## src/rtl/uart_receiver.sv

```systemverilog
//-----------------------------------------------------------------------------
// uart_receiver
//   8N1 UART receiver with 16x oversampling, a one-byte holding register with
//   valid/ack handshake, framing-error pulse, sticky overrun flag and a
//   BREAK state that waits out a line held low after a bad stop bit.
//
// Parameters
//   CLK_FREQ      clock frequency in Hz
//   BAUD          serial bit rate in bit/s
//
// Ports
//   clock         single rising-edge clock
//   reset         asynchronous active-high reset
//   clock_en      global enable; when low every register holds
//   rx            serial input, idles high, asynchronous to clock
//   data_out      last accepted byte
//   data_valid    data_out holds an unconsumed byte
//   data_ack      consumer has taken data_out
//   framing_error one-cycle pulse when the stop bit is sampled low
//   overrun       sticky; a completed byte was dropped
//   busy          receiver FSM is not IDLE
//-----------------------------------------------------------------------------
`timescale 1ns/1ps
module uart_receiver #(
   parameter int CLK_FREQ = 50000000,
   parameter int BAUD     = 9600
) (
   input  logic       clock,
   input  logic       reset,
   input  logic       clock_en,
   input  logic       rx,
   output logic [7:0] data_out,
   output logic       data_valid,
   input  logic       data_ack,
   output logic       framing_error,
   output logic       overrun,
   output logic       busy
);

   // Clocks per oversample tick; clamped so the counter always has a width.
   localparam int DIV    = CLK_FREQ / (BAUD * 16);
   localparam int DIV_C  = (DIV < 2) ? 2 : DIV;
   localparam int CW     = $clog2(DIV_C);
   localparam logic [CW-1:0] DIV_LAST = CW'(DIV_C - 1);

   typedef enum logic [2:0] {
      IDLE  = 3'd0,
      START = 3'd1,
      DATA  = 3'd2,
      STOP  = 3'd3,
      BREAK = 3'd4
   } state_t;

   //--------------------------------------------------------------------------
   // Input synchronizer; resets to the idle (high) line level so a reset
   // never looks like a start edge.
   //--------------------------------------------------------------------------
   logic rx_meta_q;
   logic rx_sync_q;

   always_ff @(posedge clock or posedge reset) begin
      if (reset) begin
         rx_meta_q <= 1'b1;
         rx_sync_q <= 1'b1;
      end else if (clock_en) begin
         rx_meta_q <= rx;
         rx_sync_q <= rx_meta_q;
      end
   end

   //--------------------------------------------------------------------------
   // Free-running oversample tick. It is deliberately not realigned to the
   // start edge, so sample points carry up to one tick of jitter.
   //--------------------------------------------------------------------------
   logic [CW-1:0] div_cnt_q;
   logic          tick;

   assign tick = clock_en && (div_cnt_q == DIV_LAST);

   always_ff @(posedge clock or posedge reset) begin
      if (reset) begin
         div_cnt_q <= '0;
      end else if (clock_en) begin
         if (div_cnt_q == DIV_LAST) div_cnt_q <= '0;
         else                       div_cnt_q <= div_cnt_q + 1'b1;
      end
   end

   //--------------------------------------------------------------------------
   // Receive FSM. deliver_q is a one-cycle strobe raised on a good stop bit;
   // the handshake block below consumes it in the following cycle.
   //--------------------------------------------------------------------------
   state_t     state_q;
   logic [3:0] tcnt_q;
   logic [2:0] bidx_q;
   logic [7:0] shift_q;
   logic       deliver_q;
   logic       ferr_q;

   always_ff @(posedge clock or posedge reset) begin
      if (reset) begin
         state_q   <= IDLE;
         tcnt_q    <= 4'd0;
         bidx_q    <= 3'd0;
         shift_q   <= 8'h00;
         deliver_q <= 1'b0;
         ferr_q    <= 1'b0;
      end else if (!clock_en) begin
         // Everything freezes, but a pending error pulse must not reappear
         // when the enable comes back.
         ferr_q <= 1'b0;
      end else begin
         deliver_q <= 1'b0;
         ferr_q    <= 1'b0;
         case (state_q)
            IDLE: begin
               if (!rx_sync_q) begin
                  state_q <= START;
                  tcnt_q  <= 4'd0;
               end
            end
            START: begin
               if (tick) begin
                  // 8th tick lands mid start bit; a high line here is a glitch.
                  if (tcnt_q == 4'd7) begin
                     if (!rx_sync_q) begin
                        state_q <= DATA;
                        tcnt_q  <= 4'd0;
                        bidx_q  <= 3'd0;
                     end else begin
                        state_q <= IDLE;
                     end
                  end else begin
                     tcnt_q <= tcnt_q + 4'd1;
                  end
               end
            end
            DATA: begin
               if (tick) begin
                  if (tcnt_q == 4'd15) begin
                     tcnt_q  <= 4'd0;
                     shift_q <= {rx_sync_q, shift_q[7:1]};   // LSB first
                     if (bidx_q == 3'd7) state_q <= STOP;
                     else                bidx_q  <= bidx_q + 3'd1;
                  end else begin
                     tcnt_q <= tcnt_q + 4'd1;
                  end
               end
            end
            STOP: begin
               if (tick) begin
                  if (tcnt_q == 4'd15) begin
                     tcnt_q <= 4'd0;
                     if (rx_sync_q) begin
                        deliver_q <= 1'b1;
                        state_q   <= IDLE;
                     end else begin
                        ferr_q  <= 1'b1;
                        state_q <= BREAK;
                     end
                  end else begin
                     tcnt_q <= tcnt_q + 4'd1;
                  end
               end
            end
            BREAK: begin
               if (rx_sync_q) state_q <= IDLE;
            end
            default: state_q <= IDLE;
         endcase
      end
   end

   //--------------------------------------------------------------------------
   // Holding register and handshake. An ack arriving together with a
   // delivery frees the register just in time, so the new byte is loaded
   // rather than counted as an overrun.
   //--------------------------------------------------------------------------
   logic [7:0] data_out_q, data_out_d;
   logic       valid_q,    valid_d;
   logic       overrun_q,  overrun_d;
   logic       accept;

   always_comb begin
      data_out_d = data_out_q;
      valid_d    = valid_q;
      overrun_d  = overrun_q;
      accept     = valid_q & data_ack;
      if (deliver_q) begin
         if (!valid_q || data_ack) begin
            data_out_d = shift_q;
            valid_d    = 1'b1;
            if (accept) overrun_d = 1'b0;
         end else begin
            overrun_d = 1'b1;
         end
      end else if (accept) begin
         valid_d   = 1'b0;
         overrun_d = 1'b0;
      end
   end

   always_ff @(posedge clock or posedge reset) begin
      if (reset) begin
         data_out_q <= 8'h00;
         valid_q    <= 1'b0;
         overrun_q  <= 1'b0;
      end else if (clock_en) begin
         data_out_q <= data_out_d;
         valid_q    <= valid_d;
         overrun_q  <= overrun_d;
      end
   end

   assign data_out      = data_out_q;
   assign data_valid    = valid_q;
   assign overrun       = overrun_q;
   assign framing_error = ferr_q & clock_en;
   assign busy          = (state_q != IDLE);

endmodule
```

## config.mk

```make
export PLATFORM = sky130hd
export DESIGN_NAME = uart_receiver
export DESIGN_NICKNAME = d
export VERILOG_FILES = /design/src/rtl/uart_receiver.sv
export SDC_FILE = /design/constraint.sdc
export NUM_CORES = 1
export LEC_CHECK = 0
export ABC_CLOCK_PERIOD_IN_PS = 4220
export BUFFER_PORTS_ARGS = -buffer_cell sky130_fd_sc_hd__buf_4
export CAP_MARGIN = 5
export CORE_ASPECT_RATIO = 0.75
export CORE_MARGIN = 5
export CORE_UTILIZATION = 40
export CTS_CLUSTER_SIZE = 8
export DETAILED_ROUTE_END_ITERATION = 8
export RECOVER_POWER = 50
export SYNTH_ARGS = -nofsm -noshare
export SYNTH_HDL_FRONTEND = slang
export SYNTH_SLANG_ARGS = --single-unit
```

## constraint.sdc

```tcl
create_clock -name clock -period 4.22 [get_ports clock]
set_input_delay 0.422 -clock clock [delete_from_list [all_inputs] [get_ports clock]]
set_output_delay 0.422 -clock clock [all_outputs]
set_load 0.02 [all_outputs]
```

==> results_dict.tcl, run 1 <==
set metrics [dict create \
    status "finished with violations" \
    post_cts_resized 0 \
    synthTopCellsByArea "dfrtp_1 (47%), mux2_2 (12%), ha_1 (3.0%), xnor2_1 (3.0%), dfstp_2 (2.5%)" \
    routed-via-count 1361 \
    worst-path-stages 3 \
    track_usage_pct 12.9 \
    synth_seq_cells 41 \
    syn-cell-area_um2 2070 \
    async_flop_share_pct 100 \
    tns_ns 0 \
    synth_fp_nets 183 \
    start_util_pct 41.8 \
    rr_worst_depth 6 \
    dr_wl_met3_um 162 \
    crit_path_max_incr_delay_ns 1.52 \
    leakagePower_nw 1.08 \
    clk_path_buf_depth 2 \
    synth_most_common_cell "dfrtp_1" \
    critPathTopFamily "buffers and inverters" \
    hp-class "primary input to flip-flop" \
    die-area_um2 6730 \
    total_power_mw 1.20 \
    synth_commonest_cells "dfrtp_1 (39), mux2_2 (22), inv_1 (10), nor2_1 (10), xnor2_1 (7)" \
    dr_wl_met2_mm 1.81 \
    numClockSinks 41 \
    cts_setup_buffers 0 \
    cts_tree "done" \
    ys_types 48 \
    wl_per_cell_um 15.6 \
    place_area_um2 2240 \
    hold_ws_ns 0.325 \
    hold_buffers 0 \
    final_nets 200 \
    hold_viol_final 0 \
    path_cells "clkbuf_4 > inv_1 > clkbuf_1" \
    fmax_mhz 469 \
    placedCellCount 243 \
    ys_seq_area_share_pct 49.7 \
    grt_pass1_vias 1398 \
    yosysTopAreaCell "dfrtp_1" \
    gp_congestion 0.761 \
    hold_depth 2 \
    power.density_nw_per_um2 518 \
    first_pass_iters 4 \
    synth-edff-count 0 \
    period_minus_slack_ns 2.13 \
    critPathCaptureType "async pin" \
    core_area_um2 4950 \
    grt_max_degree 42 \
    diodes 0 \
    port_buffers 16 \
    critPathMaxFanout 41 \
    place_hpwl_mm 2.90 \
    timing.critical_path.buf_inv 3 \
    slew_headroom_pct -43.1 \
    period_share_pct 50.5 \
    die_w_um 93.1 \
    rsz0062_at_grt "false" \
    design_area_um2 2310 \
    cp_slowest_cell "clkbuf_1" \
    startpoint_type "primary input" \
    drt_iter0_drc 63 \
    drv_slew 42 \
    root_buffer "clkbuf_8" \
    pin_count 17 \
    synth_cells 173 \
    routed_wl_mm 3.92 \
    grt_overflow 0 \
    maxUsedRoutingLayer "met4" \
    drive_above_1_share_pct 32.5 \
    violations "capacitance limit, slew limit" \
    final.fill_count 462 \
    grt_pass1_wl_mm 6.79 \
    clock_latency_ns 0.29 \
    setup_violations 0 \
    peakVddDrop_uv 306 \
    synthToLayoutAreaGrowth_pct 11.7 \
    maxCapViolCount 1 \
    arrival_ns 2.11 \
    ys.flop_type "dfrtp_1" \
    wl_met1_mm 1.88 \
    vias_per_cell 5.42 \
    antenna_found_initial 0 \
    die_h_um 72.3 \
    stdcell_count 251 \
    finClkSkew_ns 0.00560 \
    h-tree-depth 2 \
    synth_top_cell_area_share_pct 47.2 \
    path_class "primary input to async pin" \
    synth_warnings 0 \
    antenna_left 0 \
    rows 22 \
    path_clk_slew_ns 0.08 \
    cp_data_required_time_ns 4.20 \
    worst_pin_slew_ns 2.15 \
    avgSynthCellArea_um2 12.0 \
    drc_errors 0 \
    cts_buffers 5 \
]
==> area by class of cell <==
cell class / instances / area, µm² / share of cell area [%]
sequential: 41 / 1030 / 44.5
multi-input combinational: 115 / 967 / 41.9
timing repair buffer: 17 / 116 / 5.04
tap: 60 / 75.1 / 3.25
clock buffer: 5 / 68.8 / 2.98
inverter: 10 / 37.5 / 1.62
clock inverter: 3 / 17.5 / 0.758
==> layout by cell type (no fill, tap or decap), types with 2 or more instances in the layout <==
| cell type | count |
|---|---|
| and2_1 | 2 |
| a22o_1 | 2 |
| xor2_1 | 2 |
| nand3_1 | 6 |
| a221o_1 | 2 |
| nand2_1 | 4 |
| nor3_1 | 5 |
| inv_1 | 10 |
| or2_2 | 2 |
| a31oi_1 | 4 |
| nor2b_1 | 2 |
| o41ai_1 | 2 |
| clkbuf_1 | 3 |
| nor3b_1 | 5 |
| clkinv_2 | 2 |
| clkbuf_8 | 5 |
| xnor2_1 | 7 |
| nand4_1 | 2 |
| buf_4 | 13 |
| and3_1 | 4 |
| mux2_2 | 22 |
| dfrtp_1 | 39 |
| o21ai_0 | 4 |
| nor2_1 | 10 |
| dfstp_2 | 2 |
| ha_1 | 5 |
==> metal layers <==
layer / vias to the layer above / GRT usage [%]
met4: 0 / 4.39
met5: - / 0
met2: 21 / 19.9
met1: 670 / 17.7
met3: 8 / 3.63
li1: 662 / -
==> where the power goes <==
group          switching [mW]  total, mW  internal, mW
clock network           0.135      0.249         0.114
logic                   0.196      0.375         0.179
registers               0.110      0.573         0.462
==> worst paths after layout <==
check,start,end,slack (ns)
worst max register to register,div_cnt_q[0],shift_q[0],2.15
worst min register to register,data_out[5],data_out[5],0.51
min in group asynchronous,reset,div_cnt_q[7],0.91
worst min-delay path,data_ack,overrun,0.32
max in group clock,clock_en,shift_q[0],2.11
worst max-delay path,reset,state_q[0],2.09
==> metrics by stage <==
step / worst slack [ns] / utilization [%]
floorplan: 2.36 / -
global placement: 2.16 / 45.1
detailed placement: 2.13 / 45.1
CTS: 2.15 / 46.9
global route: 1.50 / 46.6
finish: 2.09 / 46.6
==> worst register-to-register path: stages, from the launching register on <==
cell and delay (ns):
dfrtp_1 0.44, inv_1 0.08, ha_1 0.13, and4bb_2 0.32, nand3_4 0.15, nor3_4 0.45, mux2_2 0.39
==> flip-flops by register name, indices dropped and copies added, names as in the netlist <==
| register | count |
|---|---|
| overrun | 1 |
| div_cnt_q | 9 |
| rx_meta_q | 1 |
| ferr_q | 1 |
| data_out | 8 |
| deliver_q | 1 |
| data_valid | 1 |
| state_q | 3 |
| bidx_q | 3 |
| shift_q | 8 |
| rx_sync_q | 1 |
| tcnt_q | 4 |
==> logic make-up (layout without fill, tap and decap cells) <==
| kind of cell | after synthesis | in the layout | synth area share (%) |
|---|---|---|---|
| muxes | 24 | 24 | 13.2 |
| AOI/OAI and AO/OA | 23 | 23 | 9.79 |
| DFF | 41 | 41 | 49.7 |
| adders and majority gates | 5 | 5 | 3.02 |
| xor gates and xnor gates | 9 | 9 | 3.81 |
| and+or+nand+nor | 54 | 54 | 16.9 |
| buffers and inverters | 17 | 35 | 3.57 |
Power figures use the tool's default switching activity.
==> run 2, diff against run 1 <==
- ABC_AREA: default -> 1
- ABC_CLOCK_PERIOD_IN_PS: 4220 -> 1800
- clock period: 4.22 -> 1.8 ns (I/O delays scaled with it)
==> results_dict.tcl, run 2 <==
set metrics [dict create \
    largest_register_ffs 9 \
    arrival_ns 1.84 \
    crit_path_frequent_cell "inv_1" \
    root_buffer "clkbuf_8" \
    critPathMaxFanout 16 \
    regMostFlops "div_cnt_q" \
    maxCapViolCount 0 \
    crit_path_max_incr_delay_ns 0.38 \
    diodes 0 \
    stdcell_count 379 \
    slew_headroom_pct 33.4 \
    synth_most_common_cell "nand2_1" \
    hold_buffers 0 \
    drv_slew 0 \
    drc_errors 0 \
    synth_commonest_cells "nand2_1 (82), dfrtp_1 (39), inv_1 (32)" \
    die_w_um 96.6 \
    critPathTopFamily "simple AND/OR/NAND/NOR gates" \
    period_minus_slack_ns 1.65 \
    r2r_start "div_cnt_q[0]" \
    dr_wl_met2_mm 1.77 \
    fmax_mhz 606 \
    cts_tree "done" \
    cts_buffers 5 \
    avgSynthCellArea_um2 7.97 \
    synthTopCellsByArea "dfrtp_1 (43%), nand2_1 (14%), nand3_1 (6.0%), inv_1 (5.3%), o21ai_0 (4.5%)" \
    hold_depth 3 \
    track_usage_pct 13.9 \
    ys_seq_area_share_pct 45.7 \
    first_pass_iters 4 \
    cts_setup_buffers 0 \
    cp_slowest_cell "dfrtp_1" \
    grt_pass1_wl_mm 7.73 \
    hold_viol_final 0 \
    path_class "flip-flop to flip-flop" \
    wl_met1_mm 2.35 \
    hold_path_end "rx_meta_q" \
    final.fill_count 559 \
    final_common_cell "nand2_1" \
    power.density_nw_per_um2 1250 \
    synthToLayoutAreaGrowth_pct 14.2 \
    design_area_um2 2570 \
    synth_cells 282 \
    finClkSkew_ns 0.00476 \
    async_flop_share_pct 100 \
    cp_data_required_time_ns 1.99 \
    synth_fp_nets 292 \
    final_nets 313 \
    dr_wl_met3_um 167 \
    routed_wl_mm 4.34 \
    hold_ws_ns 0.0925 \
    rows 23 \
    worst_pin_slew_ns 0.999 \
    vias_per_cell 4.73 \
    r2r_slack_ns 0.15 \
    clock_latency_ns 0.29 \
    startpoint_type "flip-flop" \
    start_util_pct 41.6 \
    drt_iter0_drc 50 \
    synth-edff-count 0 \
    pre_cts_ws_ns 0.124 \
    die-area_um2 7240 \
    maxUsedRoutingLayer "met4" \
    clk_path_buf_depth 2 \
    place_area_um2 2460 \
    setup_violations 0 \
    layout_common_cells "nand2_1 (82), dfrtp_1 (39), inv_1 (31), nand3_1 (27), o21ai_0 (20)" \
    core_area_um2 5410 \
    yosysTopAreaCell "dfrtp_1" \
    ys.flop_type "dfrtp_1" \
    wl_per_cell_um 11.5 \
    grt_max_degree 42 \
    placedCellCount 371 \
    ys_types 30 \
    grt_pass1_vias 1693 \
    hp-class "primary input to flip-flop" \
    reg2reg_to "shift_q[4]" \
    timing.critical_path.buf_inv 3 \
    setup_slack_ns 0.149 \
    pin_count 17 \
    antenna_found_initial 0 \
    leakagePower_nw 1.25 \
    hold_start "rx" \
    synth_top_cell_area_share_pct 43.4 \
    synth_seq_cells 41 \
    status "completed" \
    syn-cell-area_um2 2250 \
    gp_congestion 0.879 \
    critPathCaptureType "flip-flop" \
    grt_overflow 0 \
    peakVddDrop_uv 653 \
    h-tree-depth 2 \
    antenna_left 0 \
    rsz0062_at_grt "true" \
    path_clk_slew_ns 0.08 \
    path_cells "inv_1 > ha_1 > inv_1 > nor2_1 > nand3_2 > clkinv_2 > nand3_4 > nand2_1 > o21ai_2" \
    post-route-util_pct 47.5 \
    synth_warnings 0 \
    routed-via-count 1792 \
    die_h_um 74.9 \
    period_share_pct 91.7 \
    port_buffers 16 \
    numClockSinks 41 \
    rr_worst_depth 9 \
    drive_above_1_share_pct 21.4 \
    place_hpwl_mm 3.21 \
]
## run 2: through the flow
stage	power (mW)	TNS, ns
2_1_floorplan	2.23	0
3_3_place_gp	2.48	0
3_5_place_dp	2.49	0
4_1_cts	3.26	0
5_1_grt	3.52	-0.247
6_report	3.22	0
## run 2: worst max path at each step
stage / start / endpoint / slack [ns] / cells past startpoint
2_1_floorplan: div_cnt_q[0] / shift_q[0] / 0.29 / 10
3_3_place_gp: div_cnt_q[1] / shift_q[7] / 0.20 / 9
3_5_place_dp: div_cnt_q[0] / shift_q[4] / 0.12 / 9
4_1_cts: div_cnt_q[0] / shift_q[2] / 0.12 / 9
5_1_grt: div_cnt_q[1] / shift_q[5] / -0.04 / 9
6_report: div_cnt_q[0] / shift_q[4] / 0.15 / 9
## run 2: layer usage
layer / vias up / global-route usage, %
li1: 946 / -
met1: 818 / 19.9
met2: 23 / 20.0
met3: 5 / 4.10
met4: 0 / 5.13
met5: - / 0
## run 2: what timing repair did
action | CTS | global route
resized for setup | 0 | 0
hold endpoints to repair | 0 | 0
endpoints found under the setup margin | 0 | 8
## run 2: cell families (layout without fill, tap and decap cells)
group | Yosys count | after routing | synth area share [%]
compound gates | 39 | 39 | 10.9
xor+xnor | 2 | 2 | 0.779
fa+ha+maj | 5 | 5 | 2.78
buf+inv | 47 | 69 | 8.35
flops | 41 | 41 | 45.7
mux | 1 | 1 | 0.501
simple gates | 147 | 147 | 31.0
## run 2: power by group
group / switching, mW / internal [mW] / leakage [nW]
sequential: 0.211 / 1.09 / 0.538
clock: 0.331 / 0.415 / 0.0543
combinational: 0.758 / 0.410 / 0.655
## run 2: area by class of cell
type                    instances  area [µm²]  area share (%)
clock buffers                   5        68.8            2.68
clock inverters                 3        46.3            1.80
inverters                      42         159            6.19
multi-input cells             194        1030            40.2
flip-flops and latches         41        1030            40.0
well taps                      75        93.8            3.65
repair buffers                 19         140            5.46
## run 2: tightest hold or removal path: stages
cell     delay, ns
buf_4         0.07
nand2_1       0.04
nand2_1       0.06
